<file path="src/rtl/raster_walk_pkg.sv">
// Shared types, constants and the step-size helper for the raster sample walker.
// Optional SAMPLE_JITTER_EN (see sample_walker) adds per-sample jitter.
package raster_walk_pkg;

    localparam int SIGFIG = 24;
    localparam int RADIX  = 10;
    localparam int VERTS  = 3;
    localparam int AXIS   = 3;
    localparam int COLORS = 3;

    localparam int LL = 0;
    localparam int UR = 1;

    typedef enum logic {WAIT, TEST} state_t;

    typedef logic signed [SIGFIG-1:0] coord_t;

    // One-hot subsample select to grid step; anything not one-hot walks whole pixels.
    function automatic coord_t step_size(input logic [3:0] sub);
        case (sub)
            4'b1000: return coord_t'(1 << RADIX);
            4'b0100: return coord_t'(1 << (RADIX - 1));
            4'b0010: return coord_t'(1 << (RADIX - 2));
            4'b0001: return coord_t'(1 << (RADIX - 3));
            default: return coord_t'(1 << RADIX);
        endcase
    endfunction

endpackage

</file>
<file path="src/rtl/sample_jitter_hash.sv">
// Combinational XOR-fold of a grid position into a raw (x,y) offset pair.
// Used only when sample_walker is built with SAMPLE_JITTER_EN.
module sample_jitter_hash
    import raster_walk_pkg::*;
(
    input  logic signed [SIGFIG-1:0] x,
    input  logic signed [SIGFIG-1:0] y,
    output logic signed [SIGFIG-1:0] offset_x,
    output logic signed [SIGFIG-1:0] offset_y
);

    // Caller masks the result down to the step size, so only low bits need to be well mixed.
    assign offset_x = x ^ (y << 3) ^ (x >>> 5) ^ (y >>> 7) ^ coord_t'(24'h5a5a5a);
    assign offset_y = y ^ (x << 5) ^ (y >>> 3) ^ (x >>> 9) ^ coord_t'(24'ha5a5a5);

endmodule

</file>
<file path="src/rtl/sample_walker.sv">
// Walks every subsample position of a triangle's bounding box in raster order.
// Define SAMPLE_JITTER_EN to add a hashed offset in [0, STEP) to each emitted sample.
module sample_walker
    import raster_walk_pkg::*;
(
    input  logic                     clk,
    input  logic                     rst,
    input  logic signed [SIGFIG-1:0] tri_R13S [VERTS][AXIS],
    input  logic        [SIGFIG-1:0] color_R13U [COLORS],
    input  logic signed [SIGFIG-1:0] box_R13S [2][2],
    input  logic                     validTri_R13H,
    input  logic        [3:0]        subSample_RnnnnU,
    output logic                     halt_RnnnnH,
    output logic signed [SIGFIG-1:0] tri_R14S [VERTS][AXIS],
    output logic        [SIGFIG-1:0] color_R14U [COLORS],
    output logic signed [SIGFIG-1:0] sample_R14S [2],
    output logic                     validSamp_R14H
);

    state_t state, state_next;
    coord_t ll_x, ll_y, ur_x, ur_y, step;
    coord_t grid_x, grid_y;
    coord_t x_next, y_next;
    logic   row_wrap, last, box_degen, accept, load, advance;

    assign x_next   = grid_x + step;
    assign y_next   = grid_y + step;
    assign row_wrap = x_next > ur_x;
    assign last     = row_wrap && (y_next > ur_y);

    assign box_degen = (box_R13S[LL][0] > box_R13S[UR][0]) || (box_R13S[LL][1] > box_R13S[UR][1]);
    assign accept    = validTri_R13H && !box_degen;

    always_comb begin
        // NOTE: every output of this block gets a default first, so no path can infer a latch.
        state_next = state;
        load       = 1'b0;
        advance    = 1'b0;
        case (state)
            WAIT: begin
                if (accept) begin
                    load       = 1'b1;
                    state_next = TEST;
                end
            end
            TEST: begin
                if (!last)       advance    = 1'b1;
                else if (accept) load       = 1'b1;
                else             state_next = WAIT;
            end
            default: state_next = WAIT;
        endcase
    end

    assign halt_RnnnnH    = (state == TEST) && !last;
    assign validSamp_R14H = (state == TEST);

    always_ff @(posedge clk) begin
        // NOTE: sequential state uses non-blocking assignments so every register samples pre-edge values.
        if (!rst) begin
            state      <= WAIT;
            // NOTE: the latched triangle and colour are outputs with defined reset values, so they are reset too.
            tri_R14S   <= '{default: '0};
            color_R14U <= '{default: '0};
            ll_x       <= '0;
            ll_y       <= '0;
            ur_x       <= '0;
            ur_y       <= '0;
            step       <= coord_t'(1);  // keeps the jitter mask at zero while idle after reset
            grid_x     <= '0;
            grid_y     <= '0;
        end else begin
            state <= state_next;
            if (load) begin
                tri_R14S   <= tri_R13S;
                color_R14U <= color_R13U;
                ll_x       <= box_R13S[LL][0];
                ll_y       <= box_R13S[LL][1];
                ur_x       <= box_R13S[UR][0];
                ur_y       <= box_R13S[UR][1];
                step       <= step_size(subSample_RnnnnU);
                grid_x     <= box_R13S[LL][0];
                grid_y     <= box_R13S[LL][1];
            end else if (advance) begin
                if (row_wrap) begin
                    grid_x <= ll_x;
                    grid_y <= y_next;
                end else begin
                    grid_x <= x_next;
                end
            end
        end
    end

`ifdef SAMPLE_JITTER_EN
    coord_t hash_x, hash_y, jitter_mask;

    sample_jitter_hash u_hash (
        .x        (grid_x),
        .y        (grid_y),
        .offset_x (hash_x),
        .offset_y (hash_y)
    );

    assign jitter_mask    = step - coord_t'(1);
    assign sample_R14S[0] = grid_x + (hash_x & jitter_mask);
    assign sample_R14S[1] = grid_y + (hash_y & jitter_mask);
`else
    assign sample_R14S[0] = grid_x;
    assign sample_R14S[1] = grid_y;
`endif

endmodule

</file>
<file path="config.mk">
export PLATFORM = sky130hd
export DESIGN_NAME = sample_walker
export DESIGN_NICKNAME = d
export VERILOG_FILES = /design/src/rtl/raster_walk_pkg.sv /design/src/rtl/sample_jitter_hash.sv /design/src/rtl/sample_walker.sv
export SDC_FILE = /design/constraint.sdc
export NUM_CORES = 1
export LEC_CHECK = 0
export CAP_MARGIN = 20
export CORE_AREA = 2 2 285 287
export DETAILED_ROUTE_END_ITERATION = 10
export DIE_AREA = 0 0 287 289
export PLACE_DENSITY = 0.61
export SYNTH_ARGS = -nofsm -noshare
export SYNTH_HDL_FRONTEND = slang
export SYNTH_HIERARCHICAL = 1
export SYNTH_SLANG_ARGS = --single-unit
</file>
<file path="constraint.sdc">
create_clock -name clk -period 5.9 [get_ports clk]
set_clock_uncertainty 0.05 [all_clocks]
set_input_delay 0.59 -clock clk [delete_from_list [all_inputs] [get_ports clk]]
set_output_delay 0.59 -clock clk [all_outputs]
set_load 0.02 [all_outputs]
</file>
==> flow_summary_export.csv, run 1 <==
group,metric,value,unit
outcome,status,"finished clean",
cts,clkTransAtPathRegs,0.05,ns
synth,yosys_warnings,6,
synth,yosysTopAreaCell,"dfxtp_1",
synth,synth-async-reset-ratio,0,%
synth,synth_edf_count,0,
setup_path,crit_end,"halt_RnnnnH",
floorplanning,die_h,289,um
cts,clk_path_buf_depth,3,
power,power_density,298,nW/um^2
synth,synth_most_common_cell,"a21oi_1",
sta,rsz0062_at_grt,"false",
cts,cts.sinks,414,
placed_design,gp_congestion,0.912,
final_layout,multiInputGateArea,10000,sq um
setup_path,crit_buf_inv,3,
final_layout,stdcell_count,4178,
floorplanning,die_x,287,um
synth,ys_seq_area_share,41.9,%
sta,tightest_slew,0.979,ns
sta,drv_slew,0,
sta,max_slew_margin,34.7,%
setup_path,crit_start,"step[7]",
synth,yosysUniqueCellTypes,58,
route,wl,84200,um
sta,fin_crit,5.49,ns
floorplanning,io_pins,729,
synth,synth.avg_cell_area,8.01,sq um
placed_design,io_buffers,728,
setup_path,worst_setup_path_end_kind,"output port",
floorplanning,coreArea,79900,sq um
cts,cts_tree,"done",
global_routing,grt_max_degree,180,
setup_path,critPathKind,"register to output port",
setup_path,cp.depth,19,
worst_hold_path,holdCritPathClass,"register to register",
floorplanning,rows,104,
global_routing,grt_pass1_vias,19900,
synth,synth_top_area_share,41.9,%
sta,min_period_over_period,93.0,%
setup_path,ff2ff_path_depth,22,
setup_path,r2r_start,"step[7]",
global_routing,overflow,0,
setup_path,worstPathRequired,5.26,ns
synth,synthesis.nets,2968,
setup_path,startpoint_type,"register",
route,wl_per_cell,20.2,um
final_layout,fin_nets,3578,
setup_path,worstPathArrival,4.85,ns
setup_path,crit_slowest_cell,"a211oi_1",
cts,h-tree-depth,2,
global_routing,grt_pass1_wl,124000,um
final_layout,n_fill_cell,8343,
synth,postSynthCellCount,2469,
route,dr.pass1.iters,5,
cts,clock-root-buffer,"clkbuf_16",
placed_design,dpl.hpwl,60200,um
final_layout,areaGrowthSynthToFinish,50.2,%
sta,finalHoldViolations,0,
synth,synthesis.area,19800,sq um
sta,fmax,182,MHz
final_layout,fin_util,37.2,%
sta,setup_viol,0,
route,drc,0,
route,dr.first_iter.drc_count,1385,
route,vias,21000,
cts,cts_made_buffers,51,
setup_path,rrSetupSlack,0.63,ns
placed_design,dp_cells,4085,
global_routing,antenna_found_initial,9,
setup_path,path_cells,"ha_1, and3_1, a41o_1, a21oi_1, o21bai_1, a21oi_1, buf_4, nor2_1, xor2_1, ha_1, a21o_1, nand3_1, o211ai_1, a211oi_1, a21o_1, nand2_1, o31ai_4, inv_8, dlymetal6s2s_1",
setup_path,slowest_delay,0.44,ns
final_layout,drive_gt1_share,5.26,%
synth,ys_top_cells_by_area,"dfxtp_1, a21oi_1, nand3_1",
power,leakage,10.3,nW
synth,ys_ff_latch,414,
synth,synthTopCellsByCount,"a21oi_1, dfxtp_1, nand3_1",
setup_path,r2r-end,"tri_R14S[156]",
route,antenna_left,0,
sta,finalSetupTns,0,ns
setup_path,path_max_fanout,9,
synth,synth_ff_type,"dfxtp_1",
route,via_per_inst,5.03,
floorplanning,start_util,24.8,%
global_routing,grt_usage,19.1,%
floorplanning,dieArea,82900,sq um
setup_path,cp_top_family,"compound AO/OA/AOI/OAI gates",
final_layout,regArea,8290,sq um
flow_run,max_cap_viol_count,0,
cts,clock_latency,0.59,ns
power,vdd_drop_max,0.204,mV
## per-stage QoR
step	setup WS [ns]	power [mW]	hold WS, ns	area (sq um)
2_1_floorplan	1.19	4.58	0.401	19800
4_1_cts	0.0211	8.94	0.424	29700
3_3_place_gp	0.547	5.73	0.409	28000
3_5_place_dp	0.524	5.74	0.415	28000
6_report	0.412	8.85	0.421	29700
5_1_grt	0.102	9.28	0.439	29700
## cell type report
cell class              instances  share of cell area (%)
clock buffers                  77                    5.17
inverters                     105                    1.38
diodes                          3                  0.0253
clock inverters                12                   0.429
well taps                    1060                    4.46
repair buffers                789                    26.9
flip-flops and latches        414                    27.9
multi-input cells            1718                    33.7
## state kept, by name (all words and copies together), names as in the netlist, 5 cells and up
name / cells
grid_y: 24
ur_y: 24
grid_x: 24
ur_x: 24
step: 5
tri_R14S: 216
ll_x: 24
color_R14U: 72
## cells by family after synthesis
logic type	count (synthesis)	synth area share [%]
compound gates	914	24.6
xor+xnor	53	2.35
fa+ha+maj	108	6.83
buf+inv	337	7.60
flops	414	41.9
mux	22	1.20
simple gates	621	15.5
## how the worst min path moves through the flow
stage	cells past startpoint	slack (ns)	to	startpoint
floorplan	2	0.40	ll_x[12]	ll_x[12]
global placement	2	0.41	tri_R14S[175]	tri_R14S[175]
detailed placement	2	0.42	tri_R14S[193]	tri_R14S[193]
CTS	2	0.42	tri_R14S[193]	tri_R14S[193]
global route	2	0.44	tri_R14S[30]	tri_R14S[30]
finish	2	0.42	color_R14U[44]	color_R14U[44]
## layer usage
layer	vias to the layer above	track usage (%)	wire length (um)
li1	10100	-	-
met1	10000	24.9	35600
met2	751	30.5	38900
met3	130	5.37	7040
met4	16	5.64	2480
met5	-	0	105
## worst register-to-register path, stage by stage (launching register included)
cell and delay (ns):
dfxtp_1 0.42, ha_1 0.28, and3_1 0.20, a41o_1 0.24
a21oi_1 0.26, o21bai_1 0.10, a21oi_1 0.15, buf_4 0.18
nor2_1 0.07, xor2_1 0.25, ha_1 0.31, a21o_1 0.19
nand3_1 0.07, o211ai_1 0.11, a211oi_1 0.44, a21o_1 0.24
nand2_1 0.12, o31ai_4 0.31, buf_4 0.27, buf_12 0.24
buf_12 0.33, nand3_1 0.19, a21oi_1 0.16
## what timing repair did
action	CTS	global route
setup buffers	1	0
resized for setup	2	2
pin swaps	1	0
hold buffers	0	0
endpoints found under the setup margin	1	1
## cells in the final DEF (no fill, tap or decap), types with 25 or more instances in the layout
master,count
nand2_1,73
nand4_1,34
o21ai_0,400
clkdlybuf4s50_1,727
a21oi_1,419
nor2_1,52
ha_1,108
dfxtp_1,414
xor2_1,28
xnor2_1,25
buf_4,41
nand3_1,407
clkbuf_16,53
inv_1,103
## power breakdown
part / total (mW) / internal [mW] / switching [mW]
logic: 2.57 / 1.04 / 1.53
clock network: 3.17 / 1.87 / 1.30
registers: 3.11 / 2.97 / 0.142
total: 8.85 / 5.88 / 2.97
(Power assumes the default switching activity.)
==> run 2: changes to the inputs <==
Settings changed: MAX_ROUTING_LAYER set to met4.
==> run 2 against run 1 <==
  * Register-to-register slack got worse by 0.02 ns
  * Global-route usage rose by 0.59 points
  * Power barely moved
  * Utilization barely moved
  * Die area did not move
  * Non-clock buffer count did not move
  * Via count barely moved
  * Sequential share of layout area barely moved
  * Count of clock-buffer cells in the layout did not move
  * Critical path type unchanged
  * Largest power group unchanged
==> flow_summary_export.csv, run 2 (synthesis results as in run 1) <==
group,metric,value,unit
cts,cts.sinks,414,
power,internal_power,5.88,mW
setup_path,critPathKind,"register to output port",
power,seqPwrFrac,35.1,%
route,wl,84500,um
final_layout,largest_reg_flops,216,
sta,setup_viol,0,
final_layout,fin_nets,3578,
route,dr.first_iter.drc_count,1559,
setup_path,path_cells,"ha_1, and3_1, a41o_1, a21oi_1, o21bai_1, a21oi_1, buf_4, nor2_1, xor2_1, ha_1, a21o_1, nand3_1, o211ai_1, a211oi_1, a21o_1, nand2_1, o31ai_4, inv_8, dlymetal6s2s_1",
cts,cts_made_buffers,51,
floorplanning,coreArea,79900,sq um
power,total_power,8.86,mW
global_routing,grtUsageMet1,25.1,%
sta,finalSetupTns,0,ns
floorplanning,die_x,287,um
placed_design,io_buffers,728,
cts,h-tree-depth,2,
global_routing,grt_pass1_wl,124000,um
setup_path,r2r_start,"step[7]",
setup_path,startpoint_type,"register",
global_routing,grt_max_degree,180,
global_routing,busiest_layer,"met2",
global_routing,overflow,0,
power,p_comb_share,29.1,%
sta,min_period_over_period,93.3,%
power,vdd_drop_max,0.204,mV
sta,rsz0062_at_grt,"false",
setup_path,path_max_fanout,9,
flow_run,max_cap_viol_count,0,
floorplanning,dieArea,82900,sq um
floorplanning,io_pins,729,
route,antenna_left,0,
placed_design,dpl.hpwl,60200,um
global_routing,grt.met2_usage,30.5,%
global_routing,antenna_found_initial,9,
route,drc,0,
power,pwr-share-clk,35.8,%
power,switching_share,33.6,%
route,vias,21000,
global_routing,grt_usage,19.6,%
worst_hold_path,holdCritPathClass,"register to register",
final_layout,largest-register,"tri_R14S",
sta,tightest_slew,1.03,ns
power,leakage,10.3,nW
sta,drv_slew,0,
cts,clock-root-buffer,"clkbuf_16",
route,dr.pass1.iters,6,
sta,finalHoldViolations,0,
power,power_density,298,nW/um^2
setup_path,worstPathRequired,5.26,ns
floorplanning,die_h,289,um
floorplanning,rows,104,
final_layout,largestRegisters,"tri_R14S (216), color_R14U (72)",
sta,max_slew_margin,31.7,%
setup_path,worst_setup_path_end_kind,"output port",
global_routing,grt_pass1_vias,20000,
global_routing,grt_util_met3,5.06,%
final_layout,n_fill_cell,8343,
setup_path,slowest_delay,0.47,ns
worst_hold_path,min-delay-start,"tri_R14S[98]",
route,wl_per_cell,20.2,um
sta,fin_crit,5.51,ns
setup_path,worstPathArrival,4.87,ns
final_layout,areaGrowthSynthToFinish,50.3,%
cts,clock_latency,0.59,ns
outcome,status,"finished clean",
setup_path,crit_buf_inv,3,
setup_path,crit_start,"step[7]",
final_layout,final_common_cell,"clkdlybuf4s50_1",
final_layout,drive_gt1_share,5.26,%
placed_design,gp_congestion,0.929,
cts,cts_tree,"done",
power,p_switching,2.98,mW
setup_path,cp_top_family,"compound AO/OA/AOI/OAI gates",
cts,clkTransAtPathRegs,0.06,ns
setup_path,crit_slowest_cell,"a211oi_1",
route,via_per_inst,5.01,
cts,clk_path_buf_depth,3,
final_layout,final_cell_mix,"clkdlybuf4s50_1, a21oi_1, dfxtp_1",
sta,fmax,182,MHz
floorplanning,start_util,24.8,%
## run 2: cell count changes in the layout (fill, tap and decap cells not counted)
cell / delta
diode_2: +8
## run 2: worst min-delay path, delay by kind of cell, from the launching register on
| family | cells | cell delay, ns |
|---|---|---|
| flops | 1 | 0.30 |
| compound gates | 2 | 0.12 |
## run 2: path summary, 6_finish.rpt
check             endpoint  slack [ns]  cells past startpoint
max            halt_RnnnnH        0.39                     19
min           tri_R14S[98]        0.42                      2
min reg2reg   tri_R14S[98]        0.42                      2
max reg2reg  tri_R14S[156]        0.61                     22
## run 2: routing by layer
| metal | vias to the layer above | part of all wire [%] |
|---|---|---|
| met5 | - | 0 |
| met4 | 0 | 2.9 |
| met3 | 120 | 7.8 |
| met2 | 726 | 46 |
| met1 | 10000 | 43 |
| li1 | 10100 | - |
## run 2: power groups by stage
stage	clock [mW]	sequential, mW	combinational, mW
2_1_floorplan	0	3.31	1.27
3_3_place_gp	0	3.16	2.57
3_5_place_dp	0	3.17	2.57
4_1_cts	3.25	3.11	2.59
5_1_grt	3.35	3.13	2.80
6_report	3.17	3.11	2.58
## run 2: final cells by class
| class | count | area (sq um) | share of cell area, % |
|---|---|---|---|
| sequential | 414 | 8290 | 27.9 |
| antenna | 11 | 27.5 | 0.0926 |
| clock inverter | 12 | 128 | 0.429 |
| tap | 1060 | 1330 | 4.46 |
| clock buffer | 77 | 1540 | 5.17 |
| multi-input combinational | 1718 | 10000 | 33.7 |
| timing repair buffer | 789 | 8000 | 26.9 |
| inverter | 105 | 409 | 1.38 |
## run 2: per-stage QoR
stage,area [sq um],instances,worst slack (ns),hold slack (ns),utilization (%)
2_1_floorplan,19800,2469,1.19,0.401,-
3_3_place_gp,28000,4085,0.547,0.409,35.1
3_5_place_dp,28000,4085,0.524,0.415,35.1
4_1_cts,29700,4175,0.0211,0.424,37.2
5_1_grt,29700,4184,0.102,0.439,37.2
6_report,29700,4186,0.393,0.422,37.2
## run 2: timing repair
| action | in CTS | in global routing |
|---|---|---|
| setup buffers | 1 | 0 |
| hold buffers | 0 | 0 |
| resized for setup | 2 | 2 |
| pin swaps | 1 | 0 |
| setup endpoints to repair | 1 | 1 |
==> variant (flow settings as in run 1) <==
Build with the macro `SAMPLE_JITTER_EN` defined.
--- a/src/rtl/sample_walker.sv
+++ b/src/rtl/sample_walker.sv
@@ -1,5 +1,7 @@
 // Walks every subsample position of a triangle's bounding box in raster order.
 // Define SAMPLE_JITTER_EN to add a hashed offset in [0, STEP) to each emitted sample.
+`define SAMPLE_JITTER_EN
+
 module sample_walker
     import raster_walk_pkg::*;
 (
Function: changed (a bounded check fails within 4 cycles, from zero or initial values and one cycle with rst low).
==> variant against run 1 <==
Non-clock buffer count rose by 4; hold slack got worse by 21 ps; sequential cell count did not move; area after synthesis grew 12%; power rose by 18%; via count rose by 3.7%; setup slack lost 76 ps; cell area grew 9.3%; cell count increased by 10%; routed wire length increased by 13%.
==> variant: results (changes against run 1) <==
Routing
  – Iter 0 DRT Violations: 1350 (-2.5%)
  – Initial DRT Pass Iterations: 7 (+2)
  – Routed length per instance: 20.6 um (+2.1%)
  – Post-Route WL: 95.0 mm (+13%)
  – Via count: 21792 (+3.7%)

GRT
  – First-pass GRT wire length: 135 mm (+8.7%)
  – Grt met1 use: 25.4% (+0.48 points)
  – GRT met3 Usage: 7.61% (+2.2 points)
  – Vias in the first global route: 20869 (+4.6%)
  – Largest net degree at the start of global routing: 112 (-38%)
  – Met2 Use GR: 36.9% (+6.4 points)
  – Initial antenna violation count: 33 (+24)

Hold path
  – Worst Hold Class: reg2reg

Final layout
  – Filler instances: 8190 (-1.8%)
  – Layout cells sized above 1: 5.47% (+0.21 points)
  – Final Net Count: 4052 (+13%)

Logic synthesis
  – Ys flop type: dfxtp_1
  – Ranking of synthesized cells by area: dfxtp_1 (37%), nand2_1 (13%), a21oi_1 (9.8%), ha_1 (8.8%), xnor2_1 (6.4%)
  – Syn nets: 3369 (+14%)
  – Synth top cells by count: nand2_1 (793), a21oi_1 (433), dfxtp_1 (414)
  – Gate Count Post-Synth: 2821 (+14%)
  – Area share of the largest cell type after synthesis: 37.4% (-4.5 points)
  – Seq/Total Area, Yosys: 37.4% (-4.5 points)
  – Distinct cell type count after synthesis: 72 (+24%)

Outcome
  – Status: finished, final reports clean

Clocking
  – Clock latency on the worst-skew pair: 610 ps (+20 ps)
  – Postcts setup bufs: 0 (-1)

Setup path
  – Crit-path max FO: 7 (-2)
  – CP max stage cell: dfxtp_1
  – CP peak stage delay: 660 ps (+220 ps)
  – Critical Path AT: 4920 ps (+70 ps)

Place
  – Dpl ws: 356 ps (-168 ps)
  – Detailed-placement wirelength estimate: 74.3 mm (+24%)
  – Dpl cells: 4510 (+10%)

Power and ir drop
  – Worst-case vdd ir drop: 0.295 mV (+44%)
  – Static Leak: 0.0126 uW (+22%)

STA
  – Worst-Margin Slew: 783 ps (-196 ps)
variant: kinds of logic after synthesis:
kind of cell | share of synthesized area, %
AOI/OAI and AO/OA | 16.6
xor gates and xnor gates | 8.35
adders and majority gates | 8.93
buffers and inverters | 6.23
DFF | 37.4
muxes | 2.59
and+or+nand+nor | 19.9
variant: routing by layer:
layer / up-vias / part of all wire [%]
met4: 48 / 3.1
li1: 10795 / -
met1: 10133 / 39
met2: 647 / 49
met3: 169 / 8.6
met5: - / 0.33
variant: final timing paths:
kind,start,endpoint,slack [ps],cells after the start
setup / recovery,grid_x[10],sample_R14S[23],340,16
hold / removal,tri_R14S[127],tri_R14S[127],400,2
setup reg to reg,grid_y[7],color_R14U[4],610,23
hold reg to reg,tri_R14S[127],tri_R14S[127],400,2
variant: through the flow:
step,power (uW),hold WS [ps],area (sq um)
2_1_floorplan,5560,384,22200
3_3_place_gp,7040,390,30600
3_5_place_dp,7070,396,30600
4_1_cts,10600,403,32400
5_1_grt,11000,415,32500
6_report,10500,400,32500
variant: repair_timing:
item | in CTS | in global routing
endpoints found under the setup margin | 2 | 5
pin swaps | 0 | 0
resized for setup | 5 | 8
cloned | 0 | 0
hold endpoints to repair | 0 | 0
variant: power breakdown:
| group | internal, uW | switching [uW] | leakage, uW |
|---|---|---|---|
| registers | 3030 | 245 | 0.00336 |
| logic | 1720 | 2040 | 0.00833 |
| clock network | 2090 | 1350 | 0.000904 |
variant: cell type report:
cell class	count	area share, %
clock buffer	76	4.78
tap	1060	4.08
multi-input combinational	2105	38.6
inverter	138	1.62
sequential	414	25.5
antenna	10	0.0770
clock inverter	20	0.867
timing repair buffer	793	24.4
variant: worst min-delay path, delay by kind of cell, from the launching register on:
kind            cells  cell delay [ps]
compound gates      1               50
flops               1              300
simple gates        1               50
